<file path="src/rtl/pc_pkg.sv">
// ---------------------------------------------------------------------------
// pc_pkg -- shared definitions for the program counter / return-address stack.
//   op_e        : one-hot-free operation select produced by the PC decode
//   POP_OFS_DEF : default offset applied on a legacy external stack-pop load
//   cnt_width() : bits needed to count 0..DEPTH stack entries
// ---------------------------------------------------------------------------
package pc_pkg;

    typedef enum logic [2:0] {
        OP_INC     = 3'd0,
        OP_BRA_ABS = 3'd1,
        OP_BRA_REL = 3'd2,
        OP_CALL    = 3'd3,
        OP_RET     = 3'd4,
        OP_POPEXT  = 3'd5
    } op_e;

    localparam int POP_OFS_DEF = 2;

    // A full stack holds DEPTH entries, so the counter must reach DEPTH itself.
    function automatic int cnt_width(input int depth);
        return $clog2(depth + 1);
    endfunction

endpackage

</file>
<file path="src/rtl/ras_stack.sv">
// ---------------------------------------------------------------------------
// ras_stack -- circular LIFO of return addresses.
//   clk, rst   : clock, asynchronous active-low reset (pointer/count only)
//   push_i     : write data_i on top; when full the oldest entry is dropped
//   pop_i      : remove the top entry (ignored while empty)
//   data_i     : address to push
//   top_o      : current top entry (valid when !empty_o)
//   cnt_o      : number of valid entries, 0..RAS_DEPTH
//   full_o     : cnt_o == RAS_DEPTH
//   empty_o    : cnt_o == 0
// ---------------------------------------------------------------------------
module ras_stack
    import pc_pkg::*;
#(
    parameter int AW        = 16,
    parameter int RAS_DEPTH = 8
) (
    input  logic                              clk,
    input  logic                              rst,
    input  logic                              push_i,
    input  logic                              pop_i,
    input  logic [AW-1:0]                     data_i,
    output logic [AW-1:0]                     top_o,
    output logic [cnt_width(RAS_DEPTH)-1:0]   cnt_o,
    output logic                              full_o,
    output logic                              empty_o
);

    localparam int PW = $clog2(RAS_DEPTH);
    localparam int CW = cnt_width(RAS_DEPTH);

    // wr_ptr points at the next free slot. Because the depth is a power of
    // two the pointer wraps naturally; when the stack is full it therefore
    // points at the oldest entry, which is exactly the slot a push overwrites.
    logic [AW-1:0] mem_q [RAS_DEPTH];
    logic [PW-1:0] wr_ptr_q, wr_ptr_d;
    logic [CW-1:0] cnt_q, cnt_d;

    logic do_push, do_pop;

    assign full_o  = (cnt_q == CW'(RAS_DEPTH));
    assign empty_o = (cnt_q == '0);
    assign cnt_o   = cnt_q;
    assign top_o   = mem_q[wr_ptr_q - PW'(1)];

    // Pop takes precedence should both ever be requested together.
    assign do_pop  = pop_i && !empty_o;
    assign do_push = push_i && !pop_i;

    always_comb begin
        wr_ptr_d = wr_ptr_q;
        cnt_d    = cnt_q;
        if (do_pop) begin
            wr_ptr_d = wr_ptr_q - PW'(1);
            cnt_d    = cnt_q - CW'(1);
        end else if (do_push) begin
            wr_ptr_d = wr_ptr_q + PW'(1);
            if (!full_o) cnt_d = cnt_q + CW'(1);
        end
    end

    always_ff @(posedge clk or negedge rst) begin
        if (!rst) begin
            wr_ptr_q <= '0;
            cnt_q    <= '0;
        end else begin
            wr_ptr_q <= wr_ptr_d;
            cnt_q    <= cnt_d;
        end
    end

    // Storage is not reset; entries are only read once a push has made them valid.
    always_ff @(posedge clk) begin
        if (do_push) mem_q[wr_ptr_q] <= data_i;
    end

endmodule

</file>
<file path="src/rtl/pc_ras.sv">
// ---------------------------------------------------------------------------
// pc_ras -- program counter with branch, relative branch, call/return via an
// internal return-address stack, and a legacy external stack-pop load.
//   clk, rst   : clock, asynchronous active-low reset
//   en         : advance enable (0 = hold all state)
//   w          : qualifies call/ret/pop_ext/bra
//   bra, rel   : branch request; rel selects out + signed in vs. absolute in
//   call, ret  : push out+1 and jump to in / pop top into out
//   pop_ext    : out <= in + POP_OFS
//   in         : target, offset or popped value
//   out        : current PC
//   ras_cnt    : valid stack entries; ras_full / ras_empty decode it
//   ras_ovf    : sticky, push while full
//   ras_unf    : sticky, pop while empty
// Priority per edge: ret > call > pop_ext > bra > increment.
// ---------------------------------------------------------------------------
module pc_ras
    import pc_pkg::*;
#(
    parameter int AW        = 16,
    parameter int RAS_DEPTH = 8,
    parameter int POP_OFS   = POP_OFS_DEF
) (
    input  logic                              clk,
    input  logic                              rst,
    input  logic                              en,
    input  logic                              w,
    input  logic                              bra,
    input  logic                              rel,
    input  logic                              call,
    input  logic                              ret,
    input  logic                              pop_ext,
    input  logic [AW-1:0]                     in,
    output logic [AW-1:0]                     out,
    output logic [cnt_width(RAS_DEPTH)-1:0]   ras_cnt,
    output logic                              ras_full,
    output logic                              ras_empty,
    output logic                              ras_ovf,
    output logic                              ras_unf
);

    logic [AW-1:0] pc_q, pc_d;
    logic          ovf_q, ovf_d;
    logic          unf_q, unf_d;
    op_e           op;

    logic          push, pop;
    logic [AW-1:0] top;
    logic [AW-1:0] pc_inc;

    assign pc_inc = pc_q + AW'(1);

    // Strobes only count when qualified by w; otherwise the PC just advances.
    always_comb begin
        op = OP_INC;
        if (w) begin
            if (ret)          op = OP_RET;
            else if (call)    op = OP_CALL;
            else if (pop_ext) op = OP_POPEXT;
            else if (bra)     op = rel ? OP_BRA_REL : OP_BRA_ABS;
        end
    end

    assign push = en && (op == OP_CALL);
    assign pop  = en && (op == OP_RET) && !ras_empty;

    always_comb begin
        pc_d  = pc_q;
        ovf_d = ovf_q;
        unf_d = unf_q;
        if (en) begin
            case (op)
                OP_RET: begin
                    if (ras_empty) begin
                        pc_d  = pc_inc;
                        unf_d = 1'b1;
                    end else begin
                        pc_d  = top;
                    end
                end
                OP_CALL: begin
                    pc_d = in;
                    if (ras_full) ovf_d = 1'b1;
                end
                OP_POPEXT:  pc_d = in + AW'(POP_OFS);
                OP_BRA_ABS: pc_d = in;
                // in is already AW bits wide, so a modulo-2^AW add is the
                // same as adding its sign-extended value.
                OP_BRA_REL: pc_d = pc_q + in;
                default:    pc_d = pc_inc;
            endcase
        end
    end

    always_ff @(posedge clk or negedge rst) begin
        if (!rst) begin
            pc_q  <= '0;
            ovf_q <= 1'b0;
            unf_q <= 1'b0;
        end else begin
            pc_q  <= pc_d;
            ovf_q <= ovf_d;
            unf_q <= unf_d;
        end
    end

    ras_stack #(
        .AW        (AW),
        .RAS_DEPTH (RAS_DEPTH)
    ) u_ras (
        .clk     (clk),
        .rst     (rst),
        .push_i  (push),
        .pop_i   (pop),
        .data_i  (pc_inc),
        .top_o   (top),
        .cnt_o   (ras_cnt),
        .full_o  (ras_full),
        .empty_o (ras_empty)
    );

    assign out     = pc_q;
    assign ras_ovf = ovf_q;
    assign ras_unf = unf_q;

endmodule

</file>
<file path="config.mk">
export PLATFORM = sky130hd
export DESIGN_NAME = pc_ras
export DESIGN_NICKNAME = d
export VERILOG_FILES = /design/src/rtl/pc_pkg.sv /design/src/rtl/ras_stack.sv /design/src/rtl/pc_ras.sv
export SDC_FILE = /design/constraint.sdc
export NUM_CORES = 1
export LEC_CHECK = 0
export CAP_MARGIN = 20
export CELL_PAD_IN_SITES_DETAIL_PLACEMENT = 0
export CELL_PAD_IN_SITES_GLOBAL_PLACEMENT = 1
export CORE_AREA = 2 2 165 127
export CTS_CLUSTER_DIAMETER = 80
export CTS_CLUSTER_SIZE = 30
export DETAILED_ROUTE_END_ITERATION = 16
export DIE_AREA = 0 0 167 129
export PLACE_DENSITY = 0.75
export SYNTH_ARGS = -nofsm -noshare
export SYNTH_HDL_FRONTEND = slang
export SYNTH_SLANG_ARGS = --single-unit
</file>
<file path="constraint.sdc">
create_clock -name clk -period 3.16 [get_ports clk]
set_clock_uncertainty 0.1 [all_clocks]
set_input_delay 0.474 -clock clk [delete_from_list [all_inputs] [get_ports clk]]
set_output_delay 0.474 -clock clk [all_outputs]
set_load 0.005 [all_outputs]
</file>
-- Word-level counts from Yosys, hierarchy flattened
Memories as Yosys holds them, arrays and structs flattened.
Index checks and enable logic that the tools add are counted.
- add/subtract/negate cells: 7
- mux-type cells: 15
- reduce and logical (&&, ||, !) cells: 13
- equality and inequality tests: 7
- operators with widths (kind ; count):
    $pmux 16 s4 ; 1
    $mux 3 ; 6
    $add 16x1->16 const B ; 1
    $add 16x16->16 ; 1
    $add 16x2->16 const B ; 1
    $mux 16 ; 1
    $mux 4 ; 3
    $eq 3x2->1 const B ; 2
    $eq 3x3->1 const B ; 2
    $reduce_and 3->1 ; 2
    $logic_and 1x1->1 ; 5
    $add 4x1->4 const B ; 1
    $eq 4x4->1 const B ; 1
    $logic_not 4->1 ; 1
    $mux 2 ; 2
    $sub 4x1->4 const B ; 1
    $add 3x1->3 const B ; 1
    $eq 3x1->1 const B ; 1
    $sub 3x1->3 const B ; 1
    $logic_not 1->1 ; 2
    $mux 1 ; 2
    $ne 2x1->1 const B ; 1
    $reduce_and 2->1 ; 1
    $reduce_bool 2->1 ; 1
    $reduce_or 2->1 ; 1
- word-level logic and storage cells: 48
- register bits: 25
- memories: 1
- RAM bits: 128
- output and inout bits: 24
- memories (memory ; depth ; bits a word ; rd ports ; clocked after memory_dff ; write ports ; RTL line ; source):
    u_ras.mem_q ; 8 ; 16 ; 1 ; 0 ; 1 ; ras_stack.sv:35 ; logic [AW-1:0] mem_q [RAS_DEPTH];

-- Longest topological paths before layout
Gate-level depths: netlist of run 1.
- depth after elaboration: 13
- gate-level depth with buffers: 12
- mapped depth without buffers: 10

-- Modules after synthesis
Synthesis of run 1 repeated with hierarchy kept, for this count alone.
- cell total of the unflattened synthesis: 583
- area total of the unflattened synthesis: 7961.4 um2
- modules (own cells, without submodules) (module ; times used ; area each (um2) ; cells each ; seq. area each (um2)):
    ras_stack ; 1 ; 5408.9 ; 248 ; 4018.9
    pc_ras ; 1 ; 2552.4 ; 335 ; 450.4

-- Worst setup path after synthesis of run 1
No wires, ideal clock.
- kind: input to register
- start: input port w
- end: memory u_ras.mem_q[4][0], enable pin
- slack: 0.269 ns
- arrival time: 2.381 ns
- library setup time: 0.409 ns
- required time: 2.651 ns
- stages: 5
- cell sequence: clkbuf_1 > nand2_1 > nor2_1 > nand2_1 > nor3_1
- word-level cells in the longest chain between the ends: 8
- elaborated cells on any way between the ends: 10
- ends and longest elaborated chain (what ; RTL line ; source):
    start, declared ; pc_ras.sv:27 ; input logic w,
    $mux 3 * ; pc_ras.sv:56 ; if (w) begin
    $eq 3x3->1 ; pc_ras.sv:65 ; assign pop = en && (op == OP_RET) && !ras_empty;
    $logic_and 1x1->1 (2 in series) ; pc_ras.sv:65 ;
    $logic_not 1->1 ; ras_stack.sv:48 ; assign do_push = push_i && !pop_i;
    $logic_and 1x1->1 * ; ras_stack.sv:48 ;
    $mux 1 * ; ras_stack.sv:74 ; if (do_push) mem_q[wr_ptr_q] <= data_i;
    $mux 1 (implied by the code) * ; ras_stack.sv:74 ;
    end, declared ; ras_stack.sv:35 ;
Mark *: on every way between the ends. The rest lies on a longest branch, timed or not.

-- Worst setup path in the final report of run 1
- start: input port in[8]
- end: register pc_q[15] (netlist: out[15])
- word-level cells in the longest chain between the ends: 2
- elaborated cells on any way between the ends: 3
- ends and longest elaborated chain (what ; RTL line ; source):
    start, declared ; pc_ras.sv:33 ; input logic [AW-1:0] in,
    $add 16x16->16 or $add 16x2->16 (tied branches) ; pc_ras.sv:89, pc_ras.sv:85 ;
    $pmux 16 s4 * ; pc_ras.sv:72 ; case (op)
    end signal, assigned ; pc_ras.sv:101 ; pc_q <= pc_d;
    end, declared ; pc_ras.sv:42 ; logic [AW-1:0] pc_q, pc_d;
Marked as above.
A chain may end at the register's enable or synchronous reset.

==> impl_results.md, run 1 <==
* Result of the run: finished clean
* Per-instance average area after synthesis at approximately 13 um^2
* Area contributors post-synth: edfxtp_1 (49%), dfrtp_1 (8.0%), mux4_2 (7.8%)
* Leading post-synthesis cells by instance count: edfxtp_1 (128), nand2_1 (68), nor2_1 (47)
* Warnings from Yosys at 0
* Root Buffer Master: clkbuf_16
* NumNets Final at between 700 and 800
* Buffers inserted during post-CTS setup optimization at 0
* Share of synthesized registers carrying an async set or reset at approximately 16%
* Minimum period implied by the final worst setup slack at between 2000 and 3000 ps
* TritonCTS clock tree: yes
* Nature of the critical path startpoint: input pin
* Diodes inserted at 0
* Width of the die at ~170 um
* Critical path launch point: in[8]
* Sequential share of the synthesized area at between 50% and 60%
* Y dimension of the die at 129 um
* Master of the slowest instance on the critical path: a2111oi_2
* Clock-pin slew of the registers on the worst-case setup and hold paths at ~70 ps
* Number of nets in the synthesized netlist at about 650
* Total setup violations reported at the end of the flow at 0
* DP HPWL at approximately 15 mm
* Via count at between 5k and 6k
* Length in cells of the worst reg-to-reg path at 8
* Post-Syn Instances at about 600
* Post-detailed-route via-to-cell ratio at between 5 and 6
* Number of flops mapped to enable cells by yosys at about 130
* Critical Path Sink Type: register
* # hold bufs at CTS at 0
* Antenna violations before repair at 0
* Portion of synthesized cell area occupied by the leading cell type at slightly below 50%
* Main flop type after synthesis: edfxtp_1
* Summed instance area of the synthesized netlist at about 7800 um^2
* Total power at around 0.008 W
* All-Layer GR Usage at 19.8%
* List of cells traversed by the critical path: clkdlybuf4s50_1 -> ha_1 -> a21o_1 -> a2111oi_2 -> a21boi_0 -> o31ai_1 -> xnor2_1 -> o2bb2ai_1
* FF+latch count, synth at 153
* Count of max-cap constraint violations at 0
* Average detailed-routed wire length per instance at around 21 um
* Worst hold-check slack at 331 ps
* First-pass iteration count of the detailed router at 5
* Share of the clock period used by the worst path at 89.6%
* Area leader, netlist: edfxtp_1
* Initial Util at 39.4%
* Worst R2R Start: out[6]
* Worst path arrival time at between 3000 and 4000 ps
* Critical register-to-register path endpoint: out[15]
* I/O pin count at between 40 and 50
* Max Slew Vio Count at 0
* Count of unique library cells instantiated by Yosys at 70
* Highest cell delay on the worst timing path at 550 ps
* End-of-flow core utilization at between 40% and 50%
* Number of buffer cells added on primary ports at 48
* Worst Tran Pin Value at between 700 and 800 ps
* Sum of buffers and inverters on the critical path at 1
* Worst hold-check path type: input pin to async pin
* Global-route wire length before repair at between 30 and 40 mm
* Aggregate routed wire length at between 20 and 25 mm
* Die outline area at around 22000 um^2
* Maximum level of the CTS H-tree at 4
* Required @ worst endpoint at approximately 3400 ps
* Overall overflow remaining after global route at 0
* FP Rows at 45
* Via count of the first global-routing pass at 5527
* Cells resized by post-CTS repair at 0
* RSZ-0062 raised after global routing: no
* Clock Latency Late Sink at roughly 430 ps
* Maximum clock path buffer count at 2
* Post-synthesis to final-layout area growth at 21.2%
* Most frequent cell after synthesis: edfxtp_1
* Static power due to leakage at 3.42 nW
* Power density over the cells at between 800 and 900 nW/um^2
* Fill count at 1727
* Drt drc at 0
* Placeable core region at between 15000 and 20000 um^2
* Worst Setup Path Type: input pin to register
* Largest net degree at the start of global routing at 28
* Crit path max-delay family: compound AO/OA/AOI/OAI gates
* Number of clock buffers inserted by TritonCTS at 17
* Maximum ir drop on the vdd rail at between 0.0004 and 0.0005 V
* First DRT Iteration DRCs at ~600
* Achievable frequency at between 0.3 and 0.4 GHz
* Final hold violations at 0
* Remaining max-slew budget at the tightest pin at about half
* Global placer's final weighted congestion at roughly 0.9
* Clock Sink Count at approximately 150
* Remaining number of nets flagged by the antenna check after routing at 0
* Largest driver fanout on the critical path at 5
* Layout cell share with drive strength beyond 1 at a little under a fifth
* Setup slack of the most critical reg-to-reg path at around 440 ps
## cells in the final DEF, fill, tap and decap left out, drive strengths merged, types with 4 or more instances in the layout
cell type	n
edfxtp	128
nand2	69
buf	50
clkdlybuf4s50	48
nor2	47
mux4	32
a21oi	30
o21ai	28
dfrtp	25
inv	24
nand3	23
xnor2	21
ha	21
clkbuf	17
a211oi	11
xor2	10
nor3	8
nand4	7
mux2i	6
a21o	6
clkinv	6
and2	5
and3	5
a221oi	5
nor4	5
nor3b	4
o21bai	4
o2bb2ai	4
a2111oi	4
## per-stage QoR
step / TNS, ps / std cells / setup slack, ps / instance area [um^2]
floorplan: 0 / 599 / 269 / 7840
global placement: 0 / 932 / 66.3 / 8890
CTS: 0 / 964 / 392 / 9490
global route: 0 / 964 / 164 / 9490
detailed placement: -88.1 / 932 / -55.8 / 8890
finish: 0 / 964 / 329 / 9490
## worst max-delay path by stage
stage | endpoint | depth (start not counted)
after global placement | out[15] | 8
after CTS | out[15] | 8
after detailed placement | out[15] | 8
after global routing | out[11] | 7
final | out[15] | 8
after floorplan | u_ras.mem_q[4][0] | 5
## worst reg2reg max path, delay by kind of cell (launching register included)
family | cells | cell delay (ps)
AO/OA/AOI/OAI | 5 | 1340
buffers and inverters | 1 | 220
adder cells (fa/ha/maj) | 1 | 330
flip-flops | 1 | 480
XOR/XNOR | 1 | 150
## registers in the layout (all words and copies together) (netlist names)
| register | cells |
|---|---|
| out | 16 |
| u_ras.wr_ptr_q | 3 |
| u_ras.cnt_o | 4 |
| ras_ovf | 1 |
| u_ras.mem_q | 128 |
| ras_unf | 1 |
## per-layer routing
| layer | share of wire, % | wire [um] | GRT usage, % |
|---|---|---|---|
| met1 | 47 | 9770 | 29.3 |
| met2 | 44 | 9040 | 29.6 |
| met3 | 8.3 | 1720 | 5.41 |
| met4 | 0.70 | 144 | 3.85 |
| met5 | 0 | 0 | 0 |
## cells by family after synthesis
kind of cell               Yosys count  share of synthesized area [%]
muxes                               39                           10.3
buffers and inverters               40                           2.51
adders and majority gates           23                           3.86
DFF                                153                           57.0
and+or+nand+nor                    187                           11.8
xor gates and xnor gates            31                           3.47
AOI/OAI and AO/OA                  126                           11.0
## final cells by class
| type | instances | area, um^2 | area share [%] |
|---|---|---|---|
| well taps | 258 | 323 | 3.40 |
| repair buffers | 98 | 856 | 9.01 |
| clock inverters | 15 | 175 | 1.85 |
| inverters | 17 | 65.1 | 0.685 |
| clock buffers | 17 | 425 | 4.48 |
| multi-input cells | 406 | 3180 | 33.5 |
| flip-flops and latches | 153 | 4470 | 47.1 |
## power breakdown
| group | internal [W] | total (W) | switching [W] | leakage [nW] |
|---|---|---|---|---|
| logic | 0.00140 | 0.00308 | 0.00168 | 1.68 |
| clock network | 0.00113 | 0.00205 | 0.000922 | 0.294 |
| registers | 0.00256 | 0.00281 | 0.000244 | 1.44 |
| total | 0.00509 | 0.00794 | 0.00285 | 3.42 |
Power figures use the tool's default switching activity.
==> run 2: changes to the inputs <==
--- a/config.mk
+++ b/config.mk
@@ -13,6 +13,7 @@
 export CTS_CLUSTER_SIZE = 30
 export DETAILED_ROUTE_END_ITERATION = 16
 export DIE_AREA = 0 0 167 129
+export HOLD_SLACK_MARGIN = 0.1
 export PLACE_DENSITY = 0.75
 export SYNTH_ARGS = -nofsm -noshare
 export SYNTH_HDL_FRONTEND = slang
==> results of run 2 <==
Same layout as run 1: the final DEF is identical, and so are final timing and power.
==> run 3: changes to the inputs <==
--- a/config.mk
+++ b/config.mk
@@ -5,16 +5,15 @@
 export SDC_FILE = /design/constraint.sdc
 export NUM_CORES = 1
 export LEC_CHECK = 0
-export CAP_MARGIN = 20
 export CELL_PAD_IN_SITES_DETAIL_PLACEMENT = 0
 export CELL_PAD_IN_SITES_GLOBAL_PLACEMENT = 1
-export CORE_AREA = 2 2 165 127
+export CORE_AREA = 2 2 201 104
 export CTS_CLUSTER_DIAMETER = 80
 export CTS_CLUSTER_SIZE = 30
 export DETAILED_ROUTE_END_ITERATION = 16
-export DIE_AREA = 0 0 167 129
+export DIE_AREA = 0 0 203 106
 export HOLD_SLACK_MARGIN = 0.1
-export PLACE_DENSITY = 0.75
+export PLACE_DENSITY = 0.76
 export SYNTH_ARGS = -nofsm -noshare
 export SYNTH_HDL_FRONTEND = slang
 export SYNTH_SLANG_ARGS = --single-unit
==> impl_results.md, run 3 (synthesis results as in run 1) <==
* Result of the run: finished clean
* Global placer's final weighted congestion at between 0.9 and 1
* Power density over the cells at around 840 nW/um^2
* Length in cells of the worst reg-to-reg path at 9
* Drt drc at 0
* Average detailed-routed wire length per instance at 22.0 um
* Post-detailed-route via-to-cell ratio at roughly 5.8
* Y dimension of the die at between 100 and 150 um
* Commonest cells after routing, fill and taps aside: edfxtp_1 (128), nand2_1 (68), clkdlybuf4s50_1 (48)
* Number of buffer cells added on primary ports at 48
* Layout cell share with drive strength beyond 1 at 17.6%
* RSZ-0062 raised after global routing: no
* Final hold violations at 0
* First-pass iteration count of the detailed router at 6
* Placeable core region at approximately 20000 um^2
* FP Rows at 37
* Clock Sink Count at around 150
* Leading cell type in the layout, fill and taps excluded: edfxtp_1
* Total setup violations reported at the end of the flow at 0
* Minimum period implied by the final worst setup slack at roughly 2800 ps
* Largest driver fanout on the critical path at 3
* First DRT Iteration DRCs at 701
* Largest net degree at the start of global routing at 39
* Clock-pin slew of the registers on the worst-case setup and hold paths at roughly 70 ps
* Worst hold-check path type: input pin to async pin
* List of cells traversed by the critical path: clkdlybuf4s50_1 -> ha_1 -> fa_1 -> a211oi_1 -> o21a_1 -> o21bai_1 -> buf_4 -> a21oi_1 -> mux2i_1 -> a31oi_1
* End-of-flow core utilization at slightly below 50%
* Width of the die at approximately 200 um
* Cells resized by post-CTS repair at 0
* Global-route wire length before repair at between 30 and 40 mm
* Register area at between 4000 and 5000 um^2
* Initial Util at about two fifths
* Most flop-heavy register: u_ras.mem_q
* Root Buffer Master: clkbuf_16
* Worst Tran Pin Value at 781 ps
* NumNets Final at between 700 and 800
* Remaining max-slew budget at the tightest pin at 47.4%
* Fill count at about 1.8k
* Clock Latency Late Sink at 430 ps
* Maximum clock path buffer count at 2
* Sum of buffers and inverters on the critical path at 2
* Worst path arrival time at 2990 ps
* Max Slew Vio Count at 0
* Post-synthesis to final-layout area growth at 22.3%
* DP HPWL at 15.5 mm
* I/O pin count at a little under 50
* Maximum ir drop on the vdd rail at 0.000403 V
* Max reg flops at ~130
* # hold bufs at CTS at 0
* Share of the clock period used by the worst path at ~88%
* Master of the slowest instance on the critical path: clkdlybuf4s50_1
* Count of max-cap constraint violations at 0
* Static power due to leakage at 3.42 nW
* Cell area after placement at 8980 um^2
* Crit path max-delay family: compound AO/OA/AOI/OAI gates
* Worst Setup Path Type: input pin to register
* Buffers inserted during post-CTS setup optimization at 0
* Highest cell delay on the worst timing path at between 400 and 500 ps
* Required @ worst endpoint at about 3400 ps
* Worst R2R Start: u_ras.wr_ptr_q[1]
* Final standard cell area without fillers at ~9600 um^2
* Critical Path Sink Type: register
* Area of the multi-input gates at between 3000 and 4000 um^2
* Aggregate routed wire length at around 21 mm
* Number of clock buffers inserted by TritonCTS at 17
* Remaining number of nets flagged by the antenna check after routing at 0
* Diodes inserted at 0
* Worst hold-check slack at 344 ps
* Antenna violations before repair at 0
* Via count at 5646
* Maximum level of the CTS H-tree at 4
* Achievable frequency at 0.358 GHz
* Setup slack of the most critical reg-to-reg path at 380 ps
* Nature of the critical path startpoint: input pin
* Die outline area at 21500 um^2
* Setup tns final at 0 ps
* Via count of the first global-routing pass at around 5.6k
* Critical register-to-register path endpoint: out[3]
* All-Layer GR Usage at about a fifth
* TritonCTS clock tree: yes
* Overall overflow remaining after global route at 0
==> run 3: cell types whose count changed in the layout (fill, tap and decap cells not counted), sizes merged <==
| cell | delta |
|---|---|
| bufinv | +2 |
| clkinvlp | +2 |
| clkinv | +2 |
| buf | -1 |
| inv | -6 |
==> run 3: layer usage <==
| metal | wire length [um] | up-vias | track usage (%) |
|---|---|---|---|
| met4 | 158 | 0 | 4.28 |
| met1 | 10200 | 2808 | 31.9 |
| li1 | - | 2524 | - |
| met3 | 2350 | 20 | 6.53 |
| met2 | 8780 | 294 | 28.6 |
| met5 | 0 | - | 0 |
==> run 3: worst max-delay path by stage <==
| stage | slack, ps | to | startpoint | depth (start not counted) |
|---|---|---|---|---|
| after CTS | 380 | out[3] | u_ras.wr_ptr_q[1] | 9 |
| after floorplan | 270 | u_ras.mem_q[4][0] | w | 5 |
| after global routing | 130 | out[15] | in[6] | 9 |
| after detailed placement | -20 | out[15] | in[1] | 9 |
| final | 370 | out[8] | in[0] | 10 |
| after global placement | 40 | out[8] | in[0] | 10 |
==> run 3: where the power goes <==
group          switching (W)  internal, W  total [W]
logic                0.00171      0.00147    0.00317
registers           0.000235      0.00256    0.00280
clock network       0.000848      0.00124    0.00209
total                0.00279      0.00527    0.00806
==> run 3: area by class of cell <==
type,count,area share [%]
Inverter,17,0.679
Multi-Input combinational cell,406,33.2
Tap cell,273,3.57
Clock buffer,17,4.44
Sequential cell,153,46.7
Timing Repair Buffer,97,9.64
Clock inverter,15,1.83
==> run 3: stage by stage <==
stage | setup slack [ps] | std cells | total power, W
2_1_floorplan | 269 | 599 | 0.00480
3_3_place_gp | 43.2 | 946 | 0.00590
3_5_place_dp | -17.9 | 946 | 0.00599
4_1_cts | 375 | 978 | 0.00809
5_1_grt | 132 | 978 | 0.00849
6_report | 365 | 978 | 0.00806
